===== config.mk =====
export PLATFORM = sky130hd
export DESIGN_NAME = servo_pwm_generator
export DESIGN_NICKNAME = d
export VERILOG_FILES = /design/src/rtl/servo_pkg.sv /design/src/rtl/servo_tick_prescaler.sv /design/src/rtl/servo_pwm_generator.sv
export SDC_FILE = /design/constraint.sdc
export NUM_CORES = 1
export LEC_CHECK = 0
export CORE_MARGIN = 4
export CORE_UTILIZATION = 56
export DETAILED_ROUTE_END_ITERATION = 12
export GPL_ROUTABILITY_DRIVEN = 0
export PLACE_DENSITY = 0.77
export SYNTH_ARGS = -nofsm -noshare
export SYNTH_HDL_FRONTEND = slang
export SYNTH_SLANG_ARGS = --single-unit

===== constraint.sdc =====
create_clock -name i_clk -period 2.47 [get_ports i_clk]
set_input_delay 0.3705 -clock i_clk [delete_from_list [all_inputs] [get_ports i_clk]]
set_output_delay 0.3705 -clock i_clk [all_outputs]
set_load 0.01 [all_outputs]

===== src/rtl/servo_pkg.sv =====
// Shared types and default constants for the servo PWM path.
// Angle width must match the upstream up/down reference-angle counter.
package servo_pkg;

  localparam int ANGLE_W     = 9;
  localparam int TICK_DIV    = 139;
  localparam int MIN_TICKS   = 360;
  localparam int FRAME_TICKS = 7200;
  localparam int ANGLE_MAX   = 360;

  typedef enum logic [1:0] {
    ST_IDLE = 2'd0,
    ST_HIGH = 2'd1,
    ST_LOW  = 2'd2
  } state_t;

  function automatic logic [ANGLE_W-1:0] clamp_angle(
    input logic [ANGLE_W-1:0] a,
    input logic [ANGLE_W-1:0] a_max
  );
    return (a > a_max) ? a_max : a;
  endfunction

endpackage


===== src/rtl/servo_tick_prescaler.sv =====
// Divides the clock down to one angle-unit tick every TICK_DIV clocks.
// Tick is combinational off the count; clear has priority over run.
module servo_tick_prescaler #(
  parameter int TICK_DIV = servo_pkg::TICK_DIV
) (
  input  logic i_clk,
  input  logic i_rst_n,
  input  logic i_clr,
  input  logic i_run,
  output logic o_tick
);

  localparam logic [7:0] P_LAST = 8'(TICK_DIV - 1);

  logic [7:0] r_presc;

  assign o_tick = i_run && (r_presc == P_LAST);

  always_ff @(posedge i_clk or negedge i_rst_n) begin
    if (!i_rst_n) begin
      r_presc <= 8'd0;
    end else if (i_clr) begin
      r_presc <= 8'd0;
    end else if (i_run) begin
      r_presc <= o_tick ? 8'd0 : r_presc + 8'd1;
    end
  end

endmodule


===== src/rtl/servo_pwm_generator.sv =====
// Servo frame generator: high for (MIN_TICKS+angle) ticks, frame FRAME_TICKS ticks.
// Start latency one clock from ENA; angle is latched only on the frame-start edge.
module servo_pwm_generator
  import servo_pkg::*;
#(
  parameter int TICK_DIV    = servo_pkg::TICK_DIV,
  parameter int MIN_TICKS   = servo_pkg::MIN_TICKS,
  parameter int FRAME_TICKS = servo_pkg::FRAME_TICKS,
  parameter int ANGLE_MAX   = servo_pkg::ANGLE_MAX
) (
  input  logic               i_clk,
  input  logic               i_rst_n,
  input  logic               i_ena,
  input  logic [ANGLE_W-1:0] i_angle,
  output logic               o_pwm,
  output logic               o_frame_start,
  output logic [ANGLE_W-1:0] o_angle_lat
);

  localparam logic [12:0]        F_LAST = 13'(FRAME_TICKS - 1);
  localparam logic [9:0]         MIN_W  = 10'(MIN_TICKS);
  localparam logic [ANGLE_W-1:0] A_MAX  = ANGLE_W'(ANGLE_MAX);

  state_t             r_state;
  logic [12:0]        r_ftick;
  logic [ANGLE_W-1:0] r_angle_lat;
  logic               r_pwm;
  logic               r_frame_start;

  logic       w_tick;
  logic       w_run;
  logic       w_frame_end;
  logic       w_start;
  logic [9:0] w_hi_end;

  assign w_run       = (r_state != ST_IDLE);
  assign w_frame_end = (r_state == ST_LOW) && w_tick && (r_ftick == F_LAST);
  assign w_start     = i_ena && ((r_state == ST_IDLE) || w_frame_end);
  assign w_hi_end    = MIN_W + {1'b0, r_angle_lat} - 10'd1;

  servo_tick_prescaler #(
    .TICK_DIV (TICK_DIV)
  ) u_presc (
    .i_clk   (i_clk),
    .i_rst_n (i_rst_n),
    .i_clr   (w_start),
    .i_run   (w_run),
    .o_tick  (w_tick)
  );

  always_ff @(posedge i_clk or negedge i_rst_n) begin
    if (!i_rst_n) begin
      r_state       <= ST_IDLE;
      r_ftick       <= 13'd0;
      r_angle_lat   <= '0;
      r_pwm         <= 1'b0;
      r_frame_start <= 1'b0;
    end else begin
      r_frame_start <= 1'b0;
      if (w_start) begin
        // Frame start covers both the IDLE launch and the seamless restart.
        r_state       <= ST_HIGH;
        r_ftick       <= 13'd0;
        r_angle_lat   <= clamp_angle(i_angle, A_MAX);
        r_pwm         <= 1'b1;
        r_frame_start <= 1'b1;
      end else begin
        case (r_state)
          ST_IDLE: begin
            r_pwm <= 1'b0;
          end
          ST_HIGH: begin
            if (w_tick) begin
              r_ftick <= r_ftick + 13'd1;
              if (r_ftick == {3'b000, w_hi_end}) begin
                r_state <= ST_LOW;
                r_pwm   <= 1'b0;
              end
            end
          end
          ST_LOW: begin
            if (w_frame_end) begin
              r_state <= ST_IDLE;
              r_ftick <= 13'd0;
              r_pwm   <= 1'b0;
            end else if (w_tick) begin
              r_ftick <= r_ftick + 13'd1;
            end
          end
          default: begin
            r_state <= ST_IDLE;
            r_pwm   <= 1'b0;
          end
        endcase
      end
    end
  end

  assign o_pwm         = r_pwm;
  assign o_frame_start = r_frame_start;
  assign o_angle_lat   = r_angle_lat;

endmodule


==> impl_metrics.csv <==
group,metric,value,unit
layout,n_antenna_cell,0,
clock_network,cts_root_buf,"clkbuf_8",
timing,worst_pin_slew,498,ps
floorplanning,core,3690,sq um
timing,max_freq,438,MHz
synthesis,synthSimpleGateAreaFrac,24.7,%
critical_path,worstSetupEndpointType,"register",
timing,setup-tns-final,0,ps
run,cap_violations,0,
floorplanning,num_rows,22,
synthesis,synth-xor-area-share,9.79,%
layout,nets,278,
global_route,gr-usage-all-layers,20.2,%
floorplanning,initial_utilization,58.2,%
floorplanning,die_w,69.9,um
synthesis,synth_warnings,0,
floorplanning,die_area,4890,sq um
timing,relSlewSlack,66.4,%
floorplanning,ios,23,
detailed_routing,vias_per_cell,5.82,
layout,nFillCells,314,
synthesis,ys_types,48,
timing,setup_viol,0,
synthesis,seq_area_frac_synth,39.6,%
placement,place_area,2430,sq um
synthesis,synth_async_sr_flop_share,100,%
pwr,power.density,914,nW/um^2
synthesis,avgSynthCellArea,9.29,sq um
synthesis,synth_fa_ha_area_share,4.08,%
synthesis,synth_fp_nets,250,
layout,area_delta_synth_final,18.3,%
placement,dpl.hpwl,3350,um
global_route,grt_pass1_vias,1821,
layout,design_area,2540,sq um
detailed_routing,drt-total-wl,4520,um
global_route,antenna_found_initial,0,
detailed_routing,first_iter_violations,103,
critical_path,cp.buffers_inverters,1,
critical_path,path_cells,"inv_1 -> ha_1 -> and4bb_2 -> nand3_4 -> o21ai_4 -> a21oi_2 -> nor4_2 -> mux2_2",
synthesis,ys_seq_elements,34,
detailed_routing,drtAntennaViolNets,0,
floorplanning,die_h,69.9,um
critical_path,crit_family,"simple AND/OR/NAND/NOR gates",
timing,drv_slew,0,
clock_network,clock_tree.htree_level_count,2,
critical_path,crit_required,2640,ps
clock_network,cts.reportedPaths.clkPinSlew,70,ps
pwr,ir_worst_vdd,0.678,mV
clock_network,cts_tree,"built",
clock_network,cts.path.max_buffers,2,
clock_network,post-cts-setup-buffer-count,0,
synthesis,synthMuxAreaShare,1.46,%
critical_path,slowest_delay,410,ps
layout,drive_gt1_share,10.4,%
synthesis,synth_area,2150,sq um
min_path,hp-class,"in -> async",
timing,clock-skew-final,11.2,ps
detailed_routing,routedWlPerCell,14.7,um
critical_path,critical_path_class,"reg -> reg",
clock_network,numCtsBuffers,5,
timing,final-hold-violation-count,0,
clock_network,clock_latency,290,ps
critical_path,critical_path.startpoint_type,"register",
global_route,grt_pass1_wl,7940,um
detailed_routing,drc,0,
timing,rsz0062_at_grt,"no",
placement,portBuffers,22,
timing,post-route-period-util,92.5,%
detailed_routing,via_count,1792,
clock_network,clkSinkCount,34,
synthesis,synth_edf_count,0,
critical_path,arrival,2450,ps
run_status,status,"finished clean",
pwr,power,2.32,mW
global_route,grt_max_degree,35,
timing,hold_ws,495,ps
synthesis,synth_top_family_by_area,"simple AND/OR/NAND/NOR gates",
detailed_routing,firstDrtPassIters,4,
synthesis,synth-compound-area-share,15.9,%
timing,period_needed,2280,ps
pwr,p_leak,1.05,nW
synthesis,ys.flop_type,"dfrtp_1",
synthesis,syn_inst,231,
critical_path,cp_max_fo,7,
global_route,overflow,0,
critical_path,cp_slowest_cell,"dfrtp_1",
[layout by cell type, fill, tap and decap left out, types with 2 or more instances in the layout]
cell,Yosys,final
dfrtp_1,34,34
nor2_1,22,22
clkdlybuf4s50_1,0,22
nand2_1,19,19
o21ai_0,15,15
xor2_1,13,13
inv_1,12,12
a21oi_1,12,12
xnor2_1,11,11
nand3_1,9,9
ha_1,7,7
buf_4,0,7
nand4_1,6,6
a22o_1,5,5
clkbuf_8,0,5
nor3_1,4,4
or4_1,4,4
and3_1,3,3
nand3b_1,3,3
nor3b_1,3,3
or3_1,3,3
o22a_1,3,3
and4bb_2,2,2
nor2b_1,2,2
a31oi_1,2,2
o31ai_1,2,2
mux2i_1,2,2
o21a_1,2,2
o32ai_1,2,2
clkbuf_1,0,2
[state kept, by name, indices dropped and copies added (netlist names)]
signal,cells
r_ftick,13
o_angle_lat,9
u_presc.r_presc,8
r_state,2
o_frame_start,1
o_pwm,1
[power by group]
| group | internal, mW | switching, mW |
|---|---|---|
| registers | 0.670 | 0.159 |
| logic | 0.494 | 0.499 |
| clock network | 0.302 | 0.197 |
[repair_timing]
action,4_1_cts,5_1_grt
endpoints found under the setup margin,0,1
hold buffers,0,0
gates resized for setup,0,1
[logic make-up (layout without fill, tap and decap cells)]
kind of cell | count (synthesis) | in the layout
adder cells (fa/ha/maj) | 7 | 7
AO/OA/AOI/OAI | 51 | 51
AND/OR/NAND/NOR | 92 | 92
flip-flops | 34 | 34
multiplexers | 3 | 3
XOR/XNOR | 24 | 24
buffers and inverters | 20 | 49
[per-layer routing]
| metal | part of all wire (%) | vias up | GRT usage [%] | wire length, um |
|---|---|---|---|---|
| met1 | 45 | 859 | 24.2 | 2060 |
| met3 | 4.0 | 9 | 5.61 | 182 |
| met2 | 49 | 39 | 34.9 | 2210 |
| met4 | 1.5 | 0 | 6.60 | 68 |
| li1 | - | 885 | - | - |
| met5 | 0 | - | 0 | 0 |
[path summary, 6_finish.rpt]
path | start | end | slack (ps) | cells past startpoint
max | r_state[1]$_DFFE_PN0P_ | r_ftick[9]$_DFFE_PN0P_ | 190 | 8
min | i_rst_n | u_presc.r_presc[5]$_DFFE_PN0P_ | 490 | 2
max reg2reg | r_state[1]$_DFFE_PN0P_ | r_ftick[9]$_DFFE_PN0P_ | 190 | 8
min reg2reg | u_presc.r_presc[7]$_DFFE_PN0P_ | u_presc.r_presc[7]$_DFFE_PN0P_ | 540 | 2
max in group asynchronous | i_rst_n | r_ftick[7]$_DFFE_PN0P_ | 1670 | 2
min in group i_clk | u_presc.r_presc[7]$_DFFE_PN0P_ | u_presc.r_presc[7]$_DFFE_PN0P_ | 540 | 2
[area by class of cell]
| type | instances | area [sq um] | share of cell area (%) |
|---|---|---|---|
| multi-input combinational | 177 | 1200 | 47.4 |
| inverter | 12 | 45.0 | 1.77 |
| clock buffer | 7 | 76.3 | 3.00 |
| timing repair buffer | 29 | 273 | 10.7 |
| sequential | 34 | 851 | 33.5 |
| clock inverter | 1 | 30.0 | 1.18 |
| tap | 48 | 60.1 | 2.36 |
[Yosys cell counts (2+ instances only)]
library cell | n | area share (%)
a21oi_1 | 12 | 2.8
a22o_1 | 5 | 2.0
a31oi_1 | 2 | 0.58
and3_1 | 3 | 0.87
and4bb_2 | 2 | 1.2
buf_2 | 6 | 1.4
buf_6 | 2 | 1.0
dfrtp_1 | 34 | 40
ha_1 | 7 | 4.1
inv_1 | 12 | 2.1
mux2i_1 | 2 | 0.93
nand2_1 | 19 | 3.3
nand3_1 | 9 | 2.1
nand3b_1 | 3 | 1.0
nand4_1 | 6 | 1.7
nor2_1 | 22 | 3.8
nor2b_1 | 2 | 0.58
nor3_1 | 4 | 0.93
nor3b_1 | 3 | 1.0
nor4_1 | 2 | 0.58
o21a_1 | 2 | 0.70
o21ai_0 | 15 | 3.5
o22a_1 | 3 | 1.2
o31ai_1 | 2 | 0.70
o32ai_1 | 2 | 0.82
or3_1 | 3 | 0.87
or4_1 | 4 | 1.4
xnor2_1 | 11 | 4.5
xor2_1 | 13 | 5.3
[through the flow]
step | utilization, % | instances | worst slack, ps
final | 68.9 | 308 | 186
after global routing | 68.9 | 308 | 21.2
after CTS | 68.7 | 308 | 155
after detailed placement | 65.8 | 300 | 167
after global placement | 65.8 | 300 | 255
after floorplan | - | 231 | 224
Power figures use the tool's default switching activity.
